`config.mk`:
```
export PLATFORM = sky130hd
export DESIGN_NAME = nibbler_sequencer
export DESIGN_NICKNAME = d
export VERILOG_FILES = /design/src/rtl/nibbler_sequencer.sv
export SDC_FILE = /design/constraint.sdc
export NUM_CORES = 1
export LEC_CHECK = 0
export BUFFER_PORTS_ARGS = -buffer_cell sky130_fd_sc_hd__buf_2
export CAP_MARGIN = 10
export CORE_MARGIN = 5
export CORE_UTILIZATION = 48
export DETAILED_ROUTE_END_ITERATION = 16
export GPL_TIMING_DRIVEN = 1
export PLACE_DENSITY_LB_ADDON = 0.12
export SLEW_MARGIN = 20
export SYNTH_ARGS = -nofsm -noshare
export SYNTH_HDL_FRONTEND = slang
export SYNTH_SLANG_ARGS = --single-unit
```
`constraint.sdc`:
```
create_clock -name clock -period 2.76 [get_ports clock]
set_clock_uncertainty 0.15 [all_clocks]
set_input_delay 0.138 -clock clock [delete_from_list [all_inputs] [get_ports clock]]
set_output_delay 0.138 -clock clock [all_outputs]
set_load 0.05 [all_outputs]
```
`src/rtl/nibbler_sequencer.sv`:
```
// nibbler_sequencer: phase/control sequencer for the Nibbler 4-bit datapath.
// Alternates FETCH and EXEC phases and decodes the latched opcode and flags
// into datapath strobes. Debug control covers run, single-step, halt request
// and a single PC breakpoint. Retired instructions are counted.

module nibbler_sequencer #(
  parameter int CNT_W    = 16,
  parameter bit BOOT_RUN = 1'b0
) (
  input  logic             clock,
  input  logic             reset,
  input  logic             run,
  input  logic             step,
  input  logic             halt_req,
  input  logic             bkpt_en,
  input  logic [11:0]      bkpt_addr,
  input  logic [11:0]      pc,
  input  logic [3:0]       instr,
  input  logic             c_flag,
  input  logic             z_flag,
  output logic             phase,
  output logic             incPC,
  output logic             loadPC,
  output logic             loadA,
  output logic             loadFlags,
  output logic [2:0]       S,
  output logic             csRAM,
  output logic             weRAM,
  output logic             oeALU,
  output logic             oeIN,
  output logic             oeOprnd,
  output logic             loadOut,
  output logic             halted,
  output logic [CNT_W-1:0] instr_cnt
);

  typedef enum logic [1:0] {
    ST_HALT  = 2'd0,
    ST_FETCH = 2'd1,
    ST_EXEC  = 2'd2
  } state_t;

  localparam logic [2:0] ALU_NONE = 3'b000;
  localparam logic [2:0] ALU_SUB  = 3'b001;
  localparam logic [2:0] ALU_PASS = 3'b010;
  localparam logic [2:0] ALU_ADD  = 3'b011;
  localparam logic [2:0] ALU_NAND = 3'b100;

  state_t state;
  state_t next_state;
  logic   bkpt_skip;
  logic   step_pend;
  logic   bkpt_hit;
  logic   two_byte;

  // The pc seen in EXEC is already post-increment, so a hit means the next
  // instruction to fetch sits at the breakpoint address. The first
  // instruction after leaving HALT is exempt, so a resume never re-triggers.
  assign bkpt_hit = bkpt_en && (pc == bkpt_addr) && !bkpt_skip;

  assign halted = (state == ST_HALT);

  // State register; the reset state selects between free-run and halted boot.
  always_ff @(posedge clock or posedge reset) begin
    if (reset) begin
      state <= BOOT_RUN ? ST_FETCH : ST_HALT;
    end else begin
      state <= next_state;
    end
  end

  // Debug bookkeeping: step pending, breakpoint skip and retired count.
  always_ff @(posedge clock or posedge reset) begin
    if (reset) begin
      bkpt_skip <= 1'b0;
      step_pend <= 1'b0;
      instr_cnt <= '0;
    end else begin
      case (state)
        ST_HALT: begin
          if (next_state == ST_FETCH) begin
            bkpt_skip <= 1'b1;
            step_pend <= step;
          end
        end
        ST_EXEC: begin
          instr_cnt <= instr_cnt + CNT_W'(1);
          step_pend <= 1'b0;
          bkpt_skip <= 1'b0;
        end
        default: begin
        end
      endcase
    end
  end

  // Next-state selection; a single step takes priority over free-run.
  always_comb begin
    next_state = ST_HALT;
    case (state)
      ST_HALT: begin
        if (step || (run && !halt_req)) begin
          next_state = ST_FETCH;
        end
      end
      ST_FETCH: begin
        next_state = ST_EXEC;
      end
      ST_EXEC: begin
        if (halt_req || step_pend) begin
          next_state = ST_HALT;
        end else if (bkpt_hit) begin
          next_state = ST_HALT;
        end else if (run) begin
          next_state = ST_FETCH;
        end
      end
      default: begin
        next_state = ST_HALT;
      end
    endcase
  end

  // Opcodes that carry a second byte must skip it unless the PC is reloaded.
  always_comb begin
    two_byte = 1'b0;
    case (instr)
      4'h0, 4'h1, 4'h3, 4'h6, 4'h7,
      4'h8, 4'h9, 4'hB, 4'hC, 4'hF: two_byte = 1'b1;
      default: two_byte = 1'b0;
    endcase
  end

  // Datapath strobes decoded straight from state, opcode and flags.
  always_comb begin
    phase     = 1'b0;
    incPC     = 1'b0;
    loadPC    = 1'b0;
    loadA     = 1'b0;
    loadFlags = 1'b0;
    S         = ALU_NONE;
    csRAM     = 1'b0;
    weRAM     = 1'b0;
    oeALU     = 1'b0;
    oeIN      = 1'b0;
    oeOprnd   = 1'b0;
    loadOut   = 1'b0;
    case (state)
      ST_FETCH: begin
        incPC = 1'b1;
      end
      ST_EXEC: begin
        phase = 1'b1;
        case (instr)
          4'h0: loadPC = c_flag;
          4'h1: loadPC = !c_flag;
          4'h2: begin S = ALU_SUB;  oeOprnd = 1'b1; loadFlags = 1'b1; end
          4'h3: begin S = ALU_SUB;  csRAM = 1'b1;   loadFlags = 1'b1; end
          4'h4: begin S = ALU_PASS; oeOprnd = 1'b1; loadA = 1'b1; end
          4'h5: begin S = ALU_PASS; oeIN = 1'b1;    loadA = 1'b1; end
          4'h6: begin S = ALU_PASS; csRAM = 1'b1;   loadA = 1'b1; end
          4'h7: begin csRAM = 1'b1; weRAM = 1'b1;   oeALU = 1'b1; end
          4'h8: loadPC = z_flag;
          4'h9: loadPC = !z_flag;
          4'hA: begin S = ALU_ADD;  oeOprnd = 1'b1; loadA = 1'b1; loadFlags = 1'b1; end
          4'hB: begin S = ALU_ADD;  csRAM = 1'b1;   loadA = 1'b1; loadFlags = 1'b1; end
          4'hC: loadPC = 1'b1;
          4'hD: begin oeALU = 1'b1; loadOut = 1'b1; end
          4'hE: begin S = ALU_NAND; oeOprnd = 1'b1; loadA = 1'b1; loadFlags = 1'b1; end
          4'hF: begin S = ALU_NAND; csRAM = 1'b1;   loadA = 1'b1; loadFlags = 1'b1; end
          default: begin
          end
        endcase
        incPC = two_byte && !loadPC;
      end
      default: begin
      end
    endcase
  end

endmodule

```
# After elaboration in Yosys (flattened, before gate mapping)
# Memory sizes are Yosys's and may differ from the RTL's.
# Cells that the tools add are included.
[totals]
input_bits = 36
ram_bits = 0
latch_bits = 0
regBits = 20
word_cells = 82
rom_bits = 16
memories = 1
[classes]
n_mul = 0
n_reduce_logical = 24
bitwise = 0
order_cmp = 0
n_eq_ne = 20
n_mux = 32
n_addsub = 1
shift = 0
n_div = 0
[memory_table]
columns = ["name", "words", "word_bits", "read_ports", "rd_clocked_by_memory_dff", "wr", "line_no", "source"]
rows = [
  ["(no name shown)", 16, 1, 1, 0, 0, "127", "case (instr)"],
]
[op_table]
columns = ["cell", "count"]
rows = [
  ["4-bit equality test, second input constant", 8],
  ["1-bit two-way mux", 25],
  ["16-bit by 1-bit adder with 16-bit output, second input constant", 1],
  ["4-bit by 3-bit equality test with 1-bit output, second input constant", 4],
  ["12-bit equality test", 1],
  ["3-bit one-hot mux with 4 select lines", 1],
  ["4-bit by 2-bit equality test with 1-bit output, second input constant", 2],
  ["2-bit OR reduction", 4],
  ["7-bit OR reduction", 1],
  ["1-bit one-hot mux with 2 select lines", 3],
  ["2-bit one-hot mux with 3 select lines", 1],
  ["6-bit OR reduction", 1],
  ["1-bit zero test", 5],
  ["1-bit one-hot mux with 5 select lines", 1],
  ["5-bit OR reduction", 1],
  ["2-bit by 1-bit equality test with 1-bit output, second input constant", 2],
  ["4-bit by 1-bit equality test with 1-bit output, second input constant", 1],
  ["1-bit logical AND", 4],
  ["4-bit zero test", 1],
  ["4-bit OR reduction", 1],
  ["3-bit two-way mux", 1],
  ["3-bit OR reduction", 1],
  ["2-bit equality test, second input constant", 1],
  ["2-bit zero test", 1],
  ["4 further kinds", 5],
]

# Longest topological paths before layout
[depth]
depth_word = 9
ltp_mapped = 8

# Worst setup path after synthesis
# Ideal clock, no wire load.
[synth_path]
kind = "register to output"
from = "register state[0]"
to = "output port S[1]"
setup_slack_ns = -0.224
t_arrival_ns = 2.696
n_path_buf = 2
stages_incl_launch_ff = 7
path_cell_list = "dfrtp_1 -> inv_1 -> ha_1 -> buf_4 -> clkbuf_1 -> o211ai_1 -> o21ai_0"
[synth_between]
elab_chain_len = 2
[synth_rtl]
columns = ["element", "line_no", "source"]
rows = [
  ["start, declared", "49", "state_t state;"],
  ["start signal, assigned", "66", "state <= BOOT_RUN ? ST_FETCH : ST_HALT;"],
  ["start signal, assigned", "68", "state <= next_state;"],
  ["2-bit equality test", "148", "case (state)"],
  ["3-bit two-way mux", "148", ""],
  ["end, declared", "26", "output logic [2:0] S,"],
]
# Every way passes these cells.

# Final worst setup path
[layout_path]
from = "register state[0]"
to = "output port oeALU"
[layout_between]
elab_chain_len = 2
[layout_rtl]
columns = ["element", "line_no", "source"]
rows = [
  ["2-bit equality test", "148", ""],
  ["1-bit two-way mux", "148", ""],
  ["end, declared", "29", "output logic oeALU,"],
]
# Every way passes these cells.

==> impl_metrics.json <==
{
  "grt_pass1_wl_um": 5609,
  "ir_drop_v": 0.0006598,
  "die_x_um": 64.25,
  "tns_ns": 0,
  "crit_fanout": 18,
  "p_per_area_nw_per_um2": 708.0,
  "drtIter0Drc": 93,
  "hp-class": "in2reg",
  "synthFlopType": "dfrtp_1",
  "drive_above_1_share_pct": 35.48,
  "min_to": "state[0]$_DFF_PP0_",
  "yosysWarnings": 0,
  "fin_nets": 265,
  "cts_inserted_buffers": 3,
  "worst-endpoint-required_ns": 2.47,
  "hold_path_startpoint": "step",
  "drt-pass1-iter-count": 4,
  "cellLeakagePower_nw": 0.9582,
  "criticalPathCategory": "reg2out",
  "max_freq_ghz": 0.4421,
  "setup_viol": 0,
  "worstRegToRegCells": 7,
  "final_common_cell": "buf_2",
  "synthesis.area_um2": 1413,
  "synth-edff-count": 0,
  "grt_usage_pct": 16.11,
  "start_kind": "flip-flop",
  "final_cell_mix": "buf_2 (66), dfrtp_1 (20), xnor2_1 (14)",
  "ios": 67,
  "clkLatencyLatePin_ns": 0.29,
  "die_h_um": 64.25,
  "avgSynthCellArea_um2": 9.481,
  "rsz0062_at_grt": "no",
  "grt_max_degree": 21,
  "synth-async-reset-ratio_pct": 100.0,
  "clock_sinks": 20,
  "hpwl_um": 2528,
  "cts-resized-gates": 0,
  "status": "finished, final reports clean",
  "initial_utilization_pct": 50.79,
  "vias": 1269,
  "multiInputGateArea_um2": 863.3,
  "gp_congestion": 0.7879,
  "cts_post_setup_buffers_inserted": 0,
  "holdPathStages": 4,
  "wl_per_cell_um": 12.42,
  "core-area_um2": 2781,
  "tritoncts": "yes",
  "r2r_slack_ns": 0.91,
  "viasPerCell": 5.117,
  "yosysSeqAreaShare_pct": 35.43,
  "r2r-start": "state[0]$_DFF_PP0_",
  "rows": 19,
  "maxCapViolations": 0,
  "clockBufferDepth": 2,
  "synth_cell_types": 33,
  "design_area_um2": 1817,
  "synth_cells": 149,
  "antenna_found_initial": 0,
  "dpl_worst_slack_ns": 0.8243,
  "clkTransAtPathRegs_ns": 0.11,
  "synth_seq_cells": 20,
  "io_buffers": 66,
  "drc": 0,
  "timing.max_slew.rel_slack_pct": 51.62,
  "finalCritPeriodShare_pct": 81.95,
  "synth_nets": 196,
  "drv_slew": 0,
  "regArea_um2": 500.5,
  "fin_crit_ns": 2.262,
  "worst_slack_ns": 0.4981,
  "grt_pass1_vias": 1364,
  "filler_cell_count": 235,
  "root_buffer": "clkbuf_4",
  "wl_um": 3080,
  "cp-end-kind": "output port",
  "n_antenna_cell": 0,
  "hold_viol": 0,
  "post-route-util_pct": 65.32,
  "grt_overflow": 0,
  "cp.arrival_ns": 1.97,
  "dieArea_um2": 4128,
  "htree_num_levels": 1,
  "r2r-end": "instr_cnt[15]$_DFFE_PP0P_",
  "worstMarginPinSlew_ns": 0.7250,
  "placed_cell_area_um2": 1770,
  "hold_slack_ns": 0.1060,
  "synthToLayoutAreaGrowth_pct": 28.61,
  "antenna_left": 0
}
==> worst max-delay path, stage by stage, from the launching register on <==
cell,delay (ns)
dfrtp_1,0.42
inv_1,0.08
ha_1,0.21
buf_4,0.20
nand2_1,0.08
nor2_1,0.06
and2_1,0.16
or2_2,0.26
buf_2,0.21
==> layer usage <==
layer  up-vias  part of all wire (%)  GRT usage, %
li1        648                     -             -
met1       589                    40         18.55
met2        30                    54         29.35
met3         2                   5.6         2.802
met4         0                  0.88         5.852
met5         -                     0             0
==> area by class of cell <==
| class | instances | area share (%) |
|---|---|---|
| Sequential cell | 20 | 27.55 |
| Tap cell | 31 | 2.135 |
| Clock buffer | 4 | 1.997 |
| Timing Repair Buffer | 68 | 19.15 |
| Multi-Input combinational cell | 117 | 47.52 |
| Inverter | 8 | 1.653 |
==> stage by stage <==
step / power [mW] / cells
after floorplan: 0.9649 / 149
after global placement: 1.116 / 243
after detailed placement: 1.130 / 243
after CTS: 1.302 / 248
after global routing: 1.390 / 248
final: 1.286 / 248
==> state kept, by name, indices dropped and copies added (netlist names) <==
| name | cells |
|---|---|
| instr_cnt | 16 |
| bkpt_skip | 1 |
| step_pend | 1 |
| state | 2 |
==> power breakdown <==
part           internal, mW  total [mW]  switching (mW)
sequential            0.352       0.429          0.0764
clock                0.0803       0.168          0.0879
combinational         0.220       0.689           0.469
total                 0.653        1.29           0.633
==> worst max-delay path by stage <==
| stage | from | to | slack [ns] | cells past startpoint |
|---|---|---|---|---|
| 2_1_floorplan | state[0]$_DFF_PP0_ | S[1] | 0.15 | 6 |
| 3_3_place_gp | state[0]$_DFF_PP0_ | oeALU | 0.90 | 8 |
| 3_5_place_dp | state[0]$_DFF_PP0_ | oeALU | 0.82 | 8 |
| 4_1_cts | state[0]$_DFF_PP0_ | oeALU | 0.48 | 8 |
| 5_1_grt | state[0]$_DFF_PP0_ | oeALU | 0.37 | 8 |
| 6_report | state[0]$_DFF_PP0_ | oeALU | 0.50 | 8 |
==> cells in the mapped netlist, types with 2 or more instances <==
cell,number,area share [%]
and3_4,2,1.6
a21oi_1,6,2.1
o21ai_0,3,1.1
ha_1,11,9.7
o31ai_1,2,1.1
inv_1,8,2.1
clkbuf_1,3,0.80
nand4_1,7,3.1
nand3_1,3,1.1
mux2i_1,2,1.4
nand2b_1,2,0.89
nor2_1,12,3.2
o211ai_1,3,1.6
and2_1,2,0.89
nand2_1,11,2.9
xnor2_1,14,8.7
a31oi_1,3,1.3
nor2b_1,8,3.5
dfrtp_1,20,35
xor2_1,13,8.1
nor4_1,2,0.89
==> cell families after synthesis <==
family | after synthesis | share of synthesized area [%]
AO/OA/AOI/OAI | 21 | 9.831
XOR/XNOR | 27 | 16.74
adder cells (fa/ha/maj) | 11 | 9.743
buffers and inverters | 12 | 3.455
flip-flops | 20 | 35.43
multiplexers | 3 | 2.214
AND/OR/NAND/NOR | 55 | 22.59
==> what timing repair did <==
| item | CTS | global route |
|---|---|---|
| endpoints found under the hold margin | 20 | 0 |
| setup endpoints to repair | 0 | 0 |
| hold buffers | 1 | 0 |
Power figures use the tool's default switching activity.
